==> src/rtl/decoder_2ri12_pkg.sv <==
// Shared definitions for the 2RI12 decode stage: op codes, opcode field
// values, the per-lane decode record and small decode helpers.
package decoder_2ri12_pkg;

  // Decoded op codes. OP_INVALID is deliberately non-zero so an idle or
  // reset lane cannot be confused with an all-zero data word.
  localparam logic [7:0] OP_INVALID = 8'hFF;
  localparam logic [7:0] OP_SLTI    = 8'h01;
  localparam logic [7:0] OP_SLTUI   = 8'h02;
  localparam logic [7:0] OP_ADDI    = 8'h03;
  localparam logic [7:0] OP_ANDI    = 8'h04;
  localparam logic [7:0] OP_ORI     = 8'h05;
  localparam logic [7:0] OP_XORI    = 8'h06;
  localparam logic [7:0] OP_CACOP   = 8'h07;
  localparam logic [7:0] OP_LD      = 8'h08;
  localparam logic [7:0] OP_ST      = 8'h09;
  localparam logic [7:0] OP_LDU     = 8'h0A;

  // Full 10-bit opcode field values, inst[31:22].
  localparam logic [9:0] OPC_SLTI  = 10'b0000001000;
  localparam logic [9:0] OPC_SLTUI = 10'b0000001001;
  localparam logic [9:0] OPC_ADDI  = 10'b0000001010;
  localparam logic [9:0] OPC_ANDI  = 10'b0000001101;
  localparam logic [9:0] OPC_ORI   = 10'b0000001110;
  localparam logic [9:0] OPC_XORI  = 10'b0000001111;
  localparam logic [9:0] OPC_CACOP = 10'b0000011000;

  // Memory ops only decode inst[31:24]; inst[23:22] carries the access size.
  localparam logic [7:0] OPC_LD  = 8'b00101000;
  localparam logic [7:0] OPC_ST  = 8'b00101001;
  localparam logic [7:0] OPC_LDU = 8'b00101010;

  // Result of decoding one instruction.
  typedef struct packed {
    logic [7:0]  op;
    logic [31:0] imm;
    logic [4:0]  rd;
    logic [4:0]  rj;
    logic [1:0]  msize;
    logic        ine;
  } lane_dec_t;

  // True for ops that carry an access size.
  function automatic logic is_mem_op(input logic [7:0] op);
    return (op == OP_LD) || (op == OP_ST) || (op == OP_LDU);
  endfunction

  // Extend the 12-bit immediate field to 32 bits.
  function automatic logic [31:0] ext_imm12(input logic [11:0] field, input logic zext);
    return zext ? {20'd0, field} : {{20{field[11]}}, field};
  endfunction

endpackage

==> src/rtl/decoder_2ri12_lane.sv <==
// Combinational decoder for one 2RI12 instruction word.
module decoder_2ri12_lane
  import decoder_2ri12_pkg::*;
#(
  parameter bit EN_CACOP = 1'b1
) (
  input  logic [31:0] i_inst,
  input  logic        i_mask,
  output lane_dec_t   o_dec
);

  logic [7:0] w_op;
  logic       w_zext;

  // Map the opcode field to an op; memory ops are matched on the 8-bit prefix.
  always_comb begin
    w_op = OP_INVALID;
    case (i_inst[31:22])
      OPC_SLTI:  w_op = OP_SLTI;
      OPC_SLTUI: w_op = OP_SLTUI;
      OPC_ADDI:  w_op = OP_ADDI;
      OPC_ANDI:  w_op = OP_ANDI;
      OPC_ORI:   w_op = OP_ORI;
      OPC_XORI:  w_op = OP_XORI;
      OPC_CACOP: w_op = EN_CACOP ? OP_CACOP : OP_INVALID;
      default: begin
        case (i_inst[31:24])
          OPC_LD:  w_op = OP_LD;
          OPC_ST:  w_op = OP_ST;
          OPC_LDU: w_op = OP_LDU;
          default: w_op = OP_INVALID;
        endcase
      end
    endcase
  end

  // Only the logical ops treat their immediate as unsigned.
  always_comb begin
    w_zext = (w_op == OP_ANDI) || (w_op == OP_ORI) || (w_op == OP_XORI);
  end

  // Assemble the lane result; masked-out lanes are forced to a quiet invalid.
  always_comb begin
    o_dec.op    = OP_INVALID;
    o_dec.imm   = 32'd0;
    o_dec.rd    = 5'd0;
    o_dec.rj    = 5'd0;
    o_dec.msize = 2'b00;
    o_dec.ine   = 1'b0;
    if (i_mask) begin
      o_dec.op    = w_op;
      o_dec.imm   = (w_op == OP_INVALID) ? 32'd0 : ext_imm12(i_inst[21:10], w_zext);
      o_dec.rd    = i_inst[4:0];
      o_dec.rj    = i_inst[9:5];
      o_dec.msize = is_mem_op(w_op) ? i_inst[23:22] : 2'b00;
      o_dec.ine   = (w_op == OP_INVALID);
    end
  end

endmodule

==> src/rtl/decoder_2ri12_stage.sv <==
// Multi-lane 2RI12 decode stage: combinational lane decoders feeding an
// output register backed by a one-entry skid buffer (valid/ready handshake).
module decoder_2ri12_stage
  import decoder_2ri12_pkg::*;
#(
  parameter int LANES    = 2,
  parameter int OP_W     = 8,
  parameter bit EN_CACOP = 1'b1
) (
  input  logic                  clk,
  input  logic                  reset,
  input  logic                  flush,
  input  logic                  in_valid,
  output logic                  in_ready,
  input  logic [LANES*32-1:0]   in_inst,
  input  logic [LANES-1:0]      in_mask,
  output logic                  out_valid,
  input  logic                  out_ready,
  output logic [LANES-1:0]      out_mask,
  output logic [LANES*OP_W-1:0] out_op,
  output logic [LANES*32-1:0]   out_imm,
  output logic [LANES*5-1:0]    out_rd,
  output logic [LANES*5-1:0]    out_rj,
  output logic [LANES*2-1:0]    out_msize,
  output logic [LANES-1:0]      out_ine
);

  // Per-lane record layout inside the flat bundle, LSB first:
  // ine | msize | rj | rd | imm | op | mask
  localparam int LW       = 46 + OP_W;
  localparam int OFS_INE  = 0;
  localparam int OFS_MSZ  = 1;
  localparam int OFS_RJ   = 3;
  localparam int OFS_RD   = 8;
  localparam int OFS_IMM  = 13;
  localparam int OFS_OP   = 45;
  localparam int OFS_MASK = 45 + OP_W;
  localparam int BW       = LANES * LW;

  // Reset image: every lane invalid, all other fields zero.
  localparam logic [LW-1:0] RST_LANE   = {1'b0, OP_W'(OP_INVALID), 45'd0};
  localparam logic [BW-1:0] RST_BUNDLE = {LANES{RST_LANE}};

  logic [BW-1:0] w_in_bundle;
  logic [BW-1:0] r_out_bundle;
  logic [BW-1:0] r_skid_bundle;
  logic          r_out_valid;
  logic          r_skid_valid;
  logic          r_in_ready;

  logic          w_accept;
  logic          w_out_load;
  logic          w_to_skid;
  logic          w_skid_valid_next;

  // Decode each lane of the incoming group and pack it into the bundle.
  for (genvar gi = 0; gi < LANES; gi++) begin : g_lane
    lane_dec_t w_dec;

    decoder_2ri12_lane #(
      .EN_CACOP (EN_CACOP)
    ) u_lane (
      .i_inst (in_inst[32*gi +: 32]),
      .i_mask (in_mask[gi]),
      .o_dec  (w_dec)
    );

    assign w_in_bundle[gi*LW +: LW] = {in_mask[gi], OP_W'(w_dec.op), w_dec.imm,
                                       w_dec.rd, w_dec.rj, w_dec.msize, w_dec.ine};

    assign out_mask[gi]             = r_out_bundle[gi*LW + OFS_MASK];
    assign out_op[gi*OP_W +: OP_W]  = r_out_bundle[gi*LW + OFS_OP  +: OP_W];
    assign out_imm[gi*32 +: 32]     = r_out_bundle[gi*LW + OFS_IMM +: 32];
    assign out_rd[gi*5 +: 5]        = r_out_bundle[gi*LW + OFS_RD  +: 5];
    assign out_rj[gi*5 +: 5]        = r_out_bundle[gi*LW + OFS_RJ  +: 5];
    assign out_msize[gi*2 +: 2]     = r_out_bundle[gi*LW + OFS_MSZ +: 2];
    assign out_ine[gi]              = r_out_bundle[gi*LW + OFS_INE];
  end

  assign in_ready  = r_in_ready;
  assign out_valid = r_out_valid;

  // Handshake decisions for the current cycle.
  always_comb begin
    w_accept   = in_valid & r_in_ready;
    w_out_load = ~r_out_valid | out_ready;
    // An accepted group parks in the skid when the output cannot take it
    // directly, either because it is stalled or because the skid drains first.
    w_to_skid  = w_accept & (~w_out_load | r_skid_valid);
    w_skid_valid_next = w_to_skid | (r_skid_valid & ~w_out_load);
  end

  // Control state: output valid, skid occupancy and the registered in_ready.
  always_ff @(posedge clk or posedge reset) begin
    if (reset) begin
      r_out_valid  <= 1'b0;
      r_skid_valid <= 1'b0;
      r_in_ready   <= 1'b1;
    end else if (flush) begin
      r_out_valid  <= 1'b0;
      r_skid_valid <= 1'b0;
      r_in_ready   <= 1'b1;
    end else begin
      if (w_out_load) begin
        r_out_valid <= r_skid_valid | w_accept;
      end
      r_skid_valid <= w_skid_valid_next;
      r_in_ready   <= ~w_skid_valid_next;
    end
  end

  // Output data register: skid contents have priority over a new group.
  always_ff @(posedge clk or posedge reset) begin
    if (reset) begin
      r_out_bundle <= RST_BUNDLE;
    end else if (!flush && w_out_load) begin
      if (r_skid_valid) begin
        r_out_bundle <= r_skid_bundle;
      end else if (w_accept) begin
        r_out_bundle <= w_in_bundle;
      end
    end
  end

  // Skid data register: captures a group that could not go straight out.
  always_ff @(posedge clk or posedge reset) begin
    if (reset) begin
      r_skid_bundle <= RST_BUNDLE;
    end else if (!flush && w_to_skid) begin
      r_skid_bundle <= w_in_bundle;
    end
  end

endmodule

==> config.mk <==
export PLATFORM = sky130hd
export DESIGN_NAME = decoder_2ri12_stage
export DESIGN_NICKNAME = d
export VERILOG_FILES = /design/src/rtl/decoder_2ri12_pkg.sv /design/src/rtl/decoder_2ri12_lane.sv /design/src/rtl/decoder_2ri12_stage.sv
export SDC_FILE = /design/constraint.sdc
export NUM_CORES = 1
export LEC_CHECK = 0
export CAP_MARGIN = 20
export CORE_MARGIN = 10
export CORE_UTILIZATION = 53
export CTS_BUF_LIST = sky130_fd_sc_hd__clkbuf_2
export CTS_CLUSTER_DIAMETER = 50
export DETAILED_ROUTE_END_ITERATION = 12
export HOLD_SLACK_MARGIN = 0.05
export PLACE_DENSITY = 0.85
export RECOVER_POWER = 25
export SLEW_MARGIN = 0
export SYNTH_ARGS = -nofsm -noshare
export SYNTH_HDL_FRONTEND = slang
export SYNTH_SLANG_ARGS = --single-unit
==> constraint.sdc <==
create_clock -name clk -period 9.7 [get_ports clk]
set_clock_uncertainty 0.2 [all_clocks]
set_input_delay 2.91 -clock clk [delete_from_list [all_inputs] [get_ports clk]]
set_output_delay 2.91 -clock clk [all_outputs]
set_load 0.05 [all_outputs]
# Word level (Yosys, flattened, before mapping)
# Index checks and enable logic that the tools add are counted.
# Widths: inputs -> output; s select.
# word_totals
regBits	219
output_inout_bits	110
word_cells	81
# op_classes
eq_ne	34
mux	18
bitwise_logic	10
reduce_logical	14
# op_table
op	count
$mux 108	2
$mux 32	4
$eq 10x4->1 const B	12
$pmux 8 s7	2
$mux 53	2
$eq 8x3->1 const B	6
$eq 8x4->1 const B	6
$eq 8x6->1 const B	6
$pmux 8 s3	2
$eq 10x5->1 const B	2
$eq 8x8->1 const B	2
$logic_or 1x1->1	8
$mux 1	4
$mux 2	2
$or 1x1->1	4
$reduce_bool 2->1	2
$and 1x1->1	3
$not 1->1	3
$logic_and 1x1->1	2
$reduce_and 2->1	1
$logic_not 1->1	1

# Longest topological paths before layout
# logic_depth
ltp_word	11
depth_mapped	9

# By module
# Synthesis repeated with hierarchy kept, for this count alone.
# hier_totals
hier_cells	774
area_unflattened_um2	10872.9
# modules_own_cells
mod	n_inst	cells_per_inst	area_per_inst_um2
decoder_2ri12_stage	1	590	9606.7
decoder_2ri12_lane	2	92	633.1

# Worst setup path after synthesis
# OpenSTA, ideal clock, no wires.
# synth_path
kind	input -> register
startpoint	input port in_inst[28]
endpoint	register r_out_bundle[13]
setup_time_ns	0.074
arrival_time_ns	4.217
required_time_ns	9.426
path_slack_ns	5.209
path_stages	6
path_cell_list	or3_4 a2111oi_4 a21oi_2 nand2b_4 buf_6 o21ai_2
# synth_between
elab_chain_cells	8
# synth_rtl
item	line	rtl
from (decl)	decoder_2ri12_stage.sv:15	input logic [LANES*32-1:0] in_inst,
$eq 8x6->1	decoder_2ri12_lane.sv:27	case (i_inst[31:24])
$pmux 8 s3	decoder_2ri12_lane.sv:27	
$pmux 8 s7 *	decoder_2ri12_lane.sv:18	case (i_inst[31:22])
$eq 8x8->1 *	decoder_2ri12_lane.sv:52	o_dec.imm = (w_op == OP_INVALID) ? 32'd0 : ext_imm12(i_inst[21:10], w_zext);
$mux 32 *	decoder_2ri12_lane.sv:52	
$mux 53 *	decoder_2ri12_lane.sv:50	if (i_mask) begin
$mux 108 *	decoder_2ri12_stage.sv:119	end else if (w_accept) begin
$mux 108 *	decoder_2ri12_stage.sv:117	if (r_skid_valid) begin
to (signal assigned)	decoder_2ri12_stage.sv:118	r_out_bundle <= r_skid_bundle;
to (signal assigned)	decoder_2ri12_stage.sv:120	r_out_bundle <= w_in_bundle;
to (decl)	decoder_2ri12_stage.sv:45	logic [BW-1:0] r_out_bundle;
# Mark *: on every way between the ends. The rest lies on a longest branch, timed or not. The select of a mux whose other input is x is not followed.
# A chain may end at the register's enable or synchronous reset.

==> run_results.csv <==
group,metric,value,unit
flow_run,maxCapViolCount,2,
routing,ant_nets,0,
global_route,antenna_found_initial,1,
power_and_ir_drop,pwr-share-clk,0.218,
routing,dr.pass1.iters,6,
floorplanning,die_width,130,um
yosys,synth_simple_gate_area_frac,0.197,
timing,relSlewSlack,-0.435,
yosys,synth_xor_xnor_area_share,0.00137,
floorplanning,rows,39,
layout,drive_gt1_frac,0.119,
yosys,synth-seq-area-share,0.518,
yosys,synth_edf_count,0,
routing,avgRoutedWirePerCell,18.3,um
routing,num_vias,5316,
worst_hold_path,min_path_type,"flip-flop to flip-flop",
yosys,synth_compound_gate_area_share,0.190,
global_route,grt_overflow,0,
yosys,yosys-mux-area-fraction,0.00177,
power_and_ir_drop,p_sw,484,uW
global_route,grt_pass1_vias,5425,
floorplanning,start_util,0.549,
timing,fin_crit,5900,ps
cts,numCtsBuffers,17,
timing,period_share,0.608,
timing,holdWs,290,ps
timing,hold_viol_final,0,
timing,worstMarginPinSlew,2140,ps
placed_design,place.gp.congestion,0.825,
yosys,syn_inst,678,
global_route,grt_pass1_wl,27.8,mm
routing,routed_wl,17.4,mm
floorplanning,dieHeight,130,um
worst_setup_path,startpoint_type,"primary input",
yosys,synth_fp_nets,749,
yosys,synth-async-reset-ratio,1.00,
worst_setup_path,cpPeakStageDelay,1400,ps
status,status,"complete, but fails checks",
worst_setup_path,endpoint_kind,"async pin",
power_and_ir_drop,power_frac_comb,0.292,
power_and_ir_drop,intPower,833,uW
power_and_ir_drop,leakage,0.00351,uW
power_and_ir_drop,p_per_area,163,nW/um^2
yosys,synth_top_family_by_area,"simple AND/OR/NAND/NOR gates",
floorplanning,dieArea,16800,sq um
layout,design_area,8060,sq um
yosys,netlist_area,6370,sq um
routing,drc_errors,0,
placed_design,place_area,7850,sq um
worst_setup_path,cp.arrival,6130,ps
cts,clock_sinks,131,
global_route,grt_max_degree,88,
cts,cts_root_buf,"clkbuf_2",
placed_design,hpwlAfterDp,11.6,mm
timing,slew_violations,83,
yosys,synth.area.top_cells,"dfrtp_1 (43%), dfstp_2 (8.7%), nand2_1 (8.0%)",
cts,cts_tree,"done",
layout,area.growth.synth_to_final,26.5,%
timing,rsz0062_at_grt,"no",
cts,cts.clk_slew.worst_paths,190,ps
worst_setup_path,critPathKind,"primary input to async pin",
cts,holdBufCountCts,0,
yosys,synthAdderAreaFrac,0,
floorplanning,ios,181,
worst_setup_path,crit_path_top_delay_cell,"clkbuf_1",
routing,viasPerCell,5.60,
layout,nNetsFinal,862,
timing,setup_violations,0,
yosys,synthFlopType,"dfrtp_1",
placed_design,portBuffers,180,
yosys,synth.avg_cell_area,9.40,sq um
worst_setup_path,cp_max_fo,50,
layout,fin_util,0.694,
timing,tns,0,ps
cts,post_cts.repair.setup_buffers,0,
routing,drt_iter0_drc,521,
cts,htreeDepth,4,
power_and_ir_drop,ir_drop,99.7,uV
timing,timing.fmax,170,MHz
power_and_ir_drop,seqPwrFrac,0.489,
status,violations,"max-capacitance violations, max-slew violations",
cts,clk_latency,660,ps
cts,cts_buffer_depth,2,
yosys,ys_ff_latch,131,
yosys,synth.top_cell.area_share,0.432,
cts,cts_resized,0,
yosys,yosysWarningCount,0,
yosys,yosysUniqueCellTypes,58,
power_and_ir_drop,sw_frac_of_total,0.367,
yosys,synth_top_area_cell,"dfrtp_1",
worst_setup_path,crit_chain,"dlygate4sd3_1 > clkinvlp_2 > clkbuf_1",
worst_setup_path,rrSetupSlack,6380,ps
global_route,grt.total_usage,0.204,
worst_setup_path,required,9940,ps
floorplanning,core-area,11600,sq um
==> sequential cells by signal (all words and copies together) (netlist names) <==
signal	count
r_out_bundle	64
in_ready	1
out_valid	1
r_skid_valid	1
r_skid_bundle	64
==> path summary, 6_finish.rpt <==
path | start | end | cells past startpoint
min in group asynchronous | reset | r_skid_bundle[55] | 2
worst max-delay path | reset | r_out_bundle[13] | 3
max in group clk | r_out_bundle[98] | out_imm[61] | 1
worst max register to register | r_skid_valid | r_out_bundle[71] | 6
worst min register to register | r_out_bundle[99] | r_out_bundle[99] | 2
worst min-delay path | r_out_bundle[99] | r_out_bundle[99] | 2
==> cells in the final DEF, fill, tap and decap left out, drive strengths merged, types with 7 or more instances in the layout <==
master         instances
clkbuf                25
and3                  26
o21ai                 86
or3                    7
a22o                  13
nand2                136
nor2b                  8
nor2                  46
a21oi                 48
nor3                   7
dfrtp                110
dfstp                 21
clkdlybuf4s50        178
nand3                 11
a221o                 12
==> logic make-up after synthesis <==
family,Yosys count
simple gates,265
compound gates,184
flops,131
buf+inv,96
xor+xnor,1
mux,1
==> metal layers <==
metal | up-vias | GRT usage | part of all wire
li1 | 2535 | - | -
met1 | 2568 | 0.254 | 0.42
met2 | 196 | 0.336 | 0.49
met3 | 17 | 0.0653 | 0.075
met4 | 0 | 0.0549 | 0.0099
met5 | - | 0 | 0
==> final cells by class <==
cell class	count	area, sq um
Fill cell	926	3550
Sequential cell	131	3310
Multi-Input combinational cell	451	2510
Timing Repair Buffer	186	1860
Tap cell	143	179
Clock buffer	24	120
Clock inverter	8	65.1
Inverter	4	16.3
Antenna cell	2	5.00
==> metrics by stage <==
step | std cells | power (uW) | setup WS [ps]
5_1_grt | 949 | 1380 | 3290
6_report | 949 | 1320 | 3800
2_1_floorplan | 678 | 915 | 3130
3_3_place_gp | 914 | 1030 | 4100
4_1_cts | 946 | 1320 | 4170
3_5_place_dp | 914 | 1040 | 4010
==> power by group through the flow <==
stage	sequential, uW	combinational (uW)	clock [uW]
floorplan	730	185	0
global placement	650	377	0
detailed placement	654	386	0
CTS	644	387	293
global route	652	409	318
finish	644	385	288
==> synthesized netlist by cell type, types with 6 or more instances <==
library cell	n
clkbuf_1	30
dfstp_2	21
o21ai_0	64
nor2_1	45
o21ai_2	20
a221o_1	12
nand3_1	11
buf_2	11
buf_4	45
nor2b_1	8
nand2_1	136
and3_1	26
a22o_1	13
dfrtp_1	110
a21oi_1	47
nor3_1	6
==> critical path: cells and delay by family <==
| family | cells | cell delay [ps] |
|---|---|---|
| buffers and inverters | 3 | 3180 |
Note: power is estimated with default switching activity, not from simulation.
